File: config.mk
export PLATFORM = sky130hd
export DESIGN_NAME = lfsr_seed_sequencer
export DESIGN_NICKNAME = d
export VERILOG_FILES = /design/src/rtl/lfsr_seed_sequencer.sv
export SDC_FILE = /design/constraint.sdc
export NUM_CORES = 1
export LEC_CHECK = 0
export BUFFER_PORTS_ARGS = -buffer_cell sky130_fd_sc_hd__clkbuf_2
export CORE_UTILIZATION = 40
export DETAILED_ROUTE_END_ITERATION = 6
export PLACE_DENSITY = 0.63
export SLEW_MARGIN = 5
export SYNTH_ARGS = -nofsm -noshare
export SYNTH_HDL_FRONTEND = slang
export SYNTH_SLANG_ARGS = --single-unit
File: constraint.sdc
create_clock -name clk -period 2.6 [get_ports clk]
set_input_delay 0.26 -clock clk [delete_from_list [all_inputs] [get_ports clk]]
set_output_delay 0.26 -clock clk [all_outputs]
set_load 0.01 [all_outputs]
File: src/rtl/lfsr_seed_sequencer.sv
// lfsr_seed_sequencer
//  Steps a SEED_WIDTH-bit LFSR (fb = s[W-1]^s[3]^s[2]^s[0], shift left) and
//  hands out one registered seed per frame over a valid/ready handshake,
//  together with the seed's index within the run.
//  Optional build macro: LFSR_SEQ_PERIOD_CHECK_EN adds output period_err,
//  which pulses on the transfer of a seed equal to the run's first seed.
//
//  state   | meaning
//  --------+-----------------------------------------------------------
//  IDLE    | waiting for load (reseed) or start (begin a run)
//  STEP    | advancing the LFSR, one step per cycle, STEPS_PER_SEED steps
//  PRESENT | seed_valid high, holding seed/count until seed_ready
module lfsr_seed_sequencer #(
    parameter int                    SEED_WIDTH     = 70,
    parameter int                    COUNTERSIZE    = 4,
    parameter int                    STEPS_PER_SEED = 10,
    parameter logic [SEED_WIDTH-1:0] LOCKUP_SEED    = 'h1
) (
    input  logic                   clk,
    input  logic                   rst_n,
    input  logic                   load,
    input  logic [SEED_WIDTH-1:0]  load_seed,
    input  logic                   start,
    input  logic [COUNTERSIZE-1:0] frames,
    input  logic                   seed_ready,
    output logic                   seed_valid,
    output logic [SEED_WIDTH-1:0]  seed,
    output logic [COUNTERSIZE-1:0] count,
    output logic                   busy,
    output logic                   lockup_err
`ifdef LFSR_SEQ_PERIOD_CHECK_EN
    ,
    output logic                   period_err
`endif
);

    typedef enum logic [1:0] {
        S_IDLE    = 2'd0,
        S_STEP    = 2'd1,
        S_PRESENT = 2'd2
    } state_t;

    // Down-counter reload: terminal count 0 marks the last step of a seed.
    localparam logic [7:0]             STEP_LAST = 8'(STEPS_PER_SEED - 1);
    localparam logic [COUNTERSIZE-1:0] CNT_ONE   = COUNTERSIZE'(1);

    function automatic logic [SEED_WIDTH-1:0] lfsr_step(input logic [SEED_WIDTH-1:0] s);
        logic fb;
        fb = s[SEED_WIDTH-1] ^ s[3] ^ s[2] ^ s[0];
        return {s[SEED_WIDTH-2:0], fb};
    endfunction

    state_t                 state_q, state_d;
    logic [SEED_WIDTH-1:0]  lfsr_q, lfsr_d;
    logic [SEED_WIDTH-1:0]  seed_q, seed_d;
    logic [COUNTERSIZE-1:0] count_q, count_d;
    logic [COUNTERSIZE-1:0] frames_q, frames_d;
    logic [7:0]             step_q, step_d;
    logic                   valid_q, valid_d;
    logic                   err_q, err_d;

    logic [SEED_WIDTH-1:0]  lfsr_raw;
    logic                   raw_zero;
    logic [SEED_WIDTH-1:0]  lfsr_nxt;
    logic                   xfer;
    logic                   last_seed;

    // Next LFSR value with all-zero lockup replaced by LOCKUP_SEED.
    always_comb begin
        lfsr_raw = lfsr_step(lfsr_q);
        raw_zero = (lfsr_raw == '0);
        lfsr_nxt = raw_zero ? LOCKUP_SEED : lfsr_raw;
    end

    assign xfer      = valid_q && seed_ready;
    // frames==0 wraps to all-ones here, so a zero request gives 2**COUNTERSIZE seeds.
    assign last_seed = (count_q == (frames_q - CNT_ONE));

    // Next-state and datapath updates for the sequencer FSM.
    always_comb begin
        state_d  = state_q;
        lfsr_d   = lfsr_q;
        seed_d   = seed_q;
        count_d  = count_q;
        frames_d = frames_q;
        step_d   = step_q;
        valid_d  = valid_q;
        err_d    = err_q;
        case (state_q)
            S_IDLE: begin
                if (load) begin
                    if (load_seed == '0) begin
                        lfsr_d = LOCKUP_SEED;
                        err_d  = 1'b1;
                    end else begin
                        lfsr_d = load_seed;
                        err_d  = 1'b0;
                    end
                end else if (start) begin
                    frames_d = frames;
                    count_d  = '0;
                    step_d   = STEP_LAST;
                    state_d  = S_STEP;
                end
            end
            S_STEP: begin
                lfsr_d = lfsr_nxt;
                if (raw_zero) begin
                    err_d = 1'b1;
                end
                if (step_q == 8'd0) begin
                    seed_d  = lfsr_nxt;
                    valid_d = 1'b1;
                    state_d = S_PRESENT;
                end else begin
                    step_d = step_q - 8'd1;
                end
            end
            S_PRESENT: begin
                if (xfer) begin
                    valid_d = 1'b0;
                    if (last_seed) begin
                        state_d = S_IDLE;
                    end else begin
                        count_d = count_q + CNT_ONE;
                        step_d  = STEP_LAST;
                        state_d = S_STEP;
                    end
                end
            end
            default: begin
                state_d = S_IDLE;
                valid_d = 1'b0;
            end
        endcase
    end

    // State and datapath registers.
    always_ff @(posedge clk or negedge rst_n) begin
        if (!rst_n) begin
            state_q  <= S_IDLE;
            lfsr_q   <= LOCKUP_SEED;
            seed_q   <= '0;
            count_q  <= '0;
            frames_q <= '0;
            step_q   <= 8'd0;
            valid_q  <= 1'b0;
            err_q    <= 1'b0;
        end else begin
            state_q  <= state_d;
            lfsr_q   <= lfsr_d;
            seed_q   <= seed_d;
            count_q  <= count_d;
            frames_q <= frames_d;
            step_q   <= step_d;
            valid_q  <= valid_d;
            err_q    <= err_d;
        end
    end

    assign seed_valid = valid_q;
    assign seed       = seed_q;
    assign count      = count_q;
    assign busy       = (state_q != S_IDLE);
    assign lockup_err = err_q;

`ifdef LFSR_SEQ_PERIOD_CHECK_EN
    logic [SEED_WIDTH-1:0] first_q, first_d;

    // Capture the first seed of each run as it is emitted.
    always_comb begin
        first_d = first_q;
        if (state_q == S_STEP && step_q == 8'd0 && count_q == '0) begin
            first_d = lfsr_nxt;
        end
    end

    // First-seed store.
    always_ff @(posedge clk or negedge rst_n) begin
        if (!rst_n) begin
            first_q <= '0;
        end else begin
            first_q <= first_d;
        end
    end

    assign period_err = (state_q == S_PRESENT) && xfer && (count_q != '0) && (seed_q == first_q);
`endif

endmodule
==> results.yml <==
yosys:
  synth_edf_count: 0
  synth-compound-area-share_pct: 11.9
  synth_cells: 723
  synth_top_family_by_area: "simple AND/OR/NAND/NOR gates"
  synth_area_per_cell_sq_um: 10.6
  synth_xor_area_share_pct: 1.33
  synth-seq-cells: 160
  synthesis.nets: 807
  yosys.area_share.simple_pct: 19.2
  synth.area.mux_share_pct: 10.9
  synthArstFlopShare_pct: 100
  synth_cell_types: 53
  synth_area_leaders: "dfrtp_1 (52%), mux2_2 (9.9%), nor3b_1 (6.7%), o21ai_0 (4.9%), a21oi_1 (4.9%)"
  synth_common_cells: "dfrtp_1 (159), nand2_1 (80), o21ai_0 (75)"
  synth_top_area_share_pct: 52.1
  yosysWarnings: 0
  synth_flop_cell: "dfrtp_1"
  yosysTopAreaCell: "dfrtp_1"
  syn_area_sq_um: 7630
  synth.most_common_cell: "dfrtp_1"
  seq_area_frac_synth_pct: 52.5
  synthAdderAreaFrac_pct: 0.820
critical_path:
  critical_path.slowest_cell: "dfrtp_4"
  crit_family: "simple AND/OR/NAND/NOR gates"
  critPathKind: "reg2reg"
  endpoint_kind: "register"
  startpoint: "state_q[0]"
  cp.buffers_inverters: 1
  arrival_ns: 2.51
  cp-start-kind: "register"
  crit_chain: "buf_4 > nand2b_2 > a31oi_2 > nand2_1 > or4_1 > a21oi_1"
  critPathMaxStageDelay_ns: 0.48
  cp_data_required_time_ns: 2.95
  r2r_start: "state_q[0]"
  worstPathMaxFanout: 32
timing:
  skew_ns: 0.0112
  rsz0062_at_grt: "false"
  fin_crit_sh_pct: 83.1
  maxSlewHeadroom_pct: 44.5
  hold_viol_final: 0
  final.setup.tns_ns: 0
  fmax_mhz: 463
  whs_ns: 0.0396
  period_needed_ns: 2.16
  tightest_slew_ns: 0.833
  setup_viol: 0
  slew_violations: 0
grt:
  grt_util_all_layers_pct: 22.9
  overflow: 0
  grt_first_pass_wirelength_um: 34400
  grt_pass1_vias: 6163
  grt_max_degree: 86
  antenna_found_initial: 0
route:
  vias_per_cell: 5.64
  vias: 6261
  wire_per_inst_um: 19.4
  ant_nets: 0
  first_pass_iters: 5
  post-route-drc-count: 0
  drt_iter0_markers: 549
  routed_wl_um: 21500
floorplan:
  die_w_um: 140
  boundaryPins: 156
  initial_core_util_pct: 40.8
  die_y_um: 140
  die-area_sq_um: 19600
  core_sq_um: 18700
  num_rows: 50
pwr:
  p_leak_nw: 4.14
  ir_worst_vdd_uv: 645
  p_per_area_nw_per_um2: 1170
clocking:
  path_clk_slew_ns: 0.06
  htree_levels: 4
  cts_root_buf: "clkbuf_16"
  cts.sinks: 160
  worst_skew_pair.late_latency_ns: 0.43
  tritoncts: "done"
  cts-buffers-inserted: 17
  cts_buffer_depth: 2
run:
  drv_cap: 0
hold_path:
  hold_class: "in2reg"
  worstHoldStart: "frames[1]"
place:
  gp_congestion: 0.846
  port_buffers: 155
  hpwl_um: 15300
layout:
  diodes: 0
  drive_gt1_share_pct: 32.0
  area_growth_pct: 21.6
  final_nets: 949
outcome:
  status: "completed"
## power by group
| part | internal [mW] | total (mW) | switching, mW |
|---|---|---|---|
| clock | 1.69 | 2.68 | 0.988 |
| combinational | 1.58 | 3.52 | 1.94 |
| sequential | 3.50 | 4.71 | 1.21 |
## logic make-up after synthesis
family	after synthesis
AND/OR/NAND/NOR	253
AO/OA/AOI/OAI	168
flip-flops	160
multiplexers	74
buffers and inverters	53
XOR/XNOR	10
adder cells (fa/ha/maj)	5
## metrics by stage
step | cells | setup slack [ns] | area (sq um) | power, mW | utilization, %
floorplan | 723 | 0.644 | 7630 | 6.77 | -
global placement | 1079 | 0.475 | 8640 | 8.16 | 46.2
detailed placement | 1079 | 0.324 | 8640 | 8.23 | 46.2
CTS | 1110 | 0.304 | 9280 | 10.9 | 49.6
global route | 1110 | 0.196 | 9280 | 11.6 | 49.6
finish | 1110 | 0.440 | 9280 | 10.9 | 49.6
## cell usage in the layout (no fill, tap or decap), types with 6 or more instances in the layout
cell	instances
nor2_1	13
inv_1	6
dfrtp_1	157
buf_4	8
clkbuf_16	17
nor4_1	49
nand4_1	13
mux2_2	67
nand2_1	80
nor3_1	6
clkbuf_2	154
o21ai_0	75
nor3b_1	68
a21oi_1	74
## layer usage
| layer | GRT usage, % | part of all wire (%) |
|---|---|---|
| met5 | 0 | 0 |
| met4 | 6.71 | 1.7 |
| met3 | 5.88 | 6.3 |
| met2 | 35.7 | 46 |
| met1 | 31.4 | 46 |
## area by class of cell
class	instances	area, sq um
fill	1728	9420
sequential	160	4010
multi-input combinational	510	3380
timing repair buffer	169	952
clock buffer	19	433
tap	234	293
clock inverter	11	190
inverter	7	26.3
## worst paths after layout
| check | end | slack [ns] | cells after the start |
|---|---|---|---|
| worst max register to register | step_q[5] | 0.44 | 6 |
| worst min-delay path | frames_q[1] | 0.04 | 3 |
| max in group asynchronous | seed[35] | 1.40 | 3 |
| min in group asynchronous | seed[64] | 0.48 | 2 |
| worst min register to register | seed[47] | 0.49 | 1 |
| worst max-delay path | step_q[5] | 0.44 | 6 |
## flip-flops by register name, indices dropped and copies added, names as in the netlist
| name | flops |
|---|---|
| lfsr_q | 70 |
| state_q | 2 |
| seed_valid | 1 |
| frames_q | 4 |
| seed | 70 |
| count | 4 |
| lockup_err | 1 |
| step_q | 8 |
## worst register-to-register path: stages (launching register included)
cell,delay (ns)
dfrtp_4,0.48
buf_4,0.34
nand2b_2,0.18
a31oi_2,0.35
nand2_1,0.17
or4_1,0.42
a21oi_1,0.15
## what timing repair did
| item | 4_1_cts | 5_1_grt |
|---|---|---|
| endpoints found under the setup margin | 0 | 1 |
| endpoints found under the hold margin | 82 | 0 |
| hold buffers | 1 | 0 |
| setup buffers | 0 | 0 |
| resized for setup | 0 | 1 |
Power figures use the tool's default switching activity.
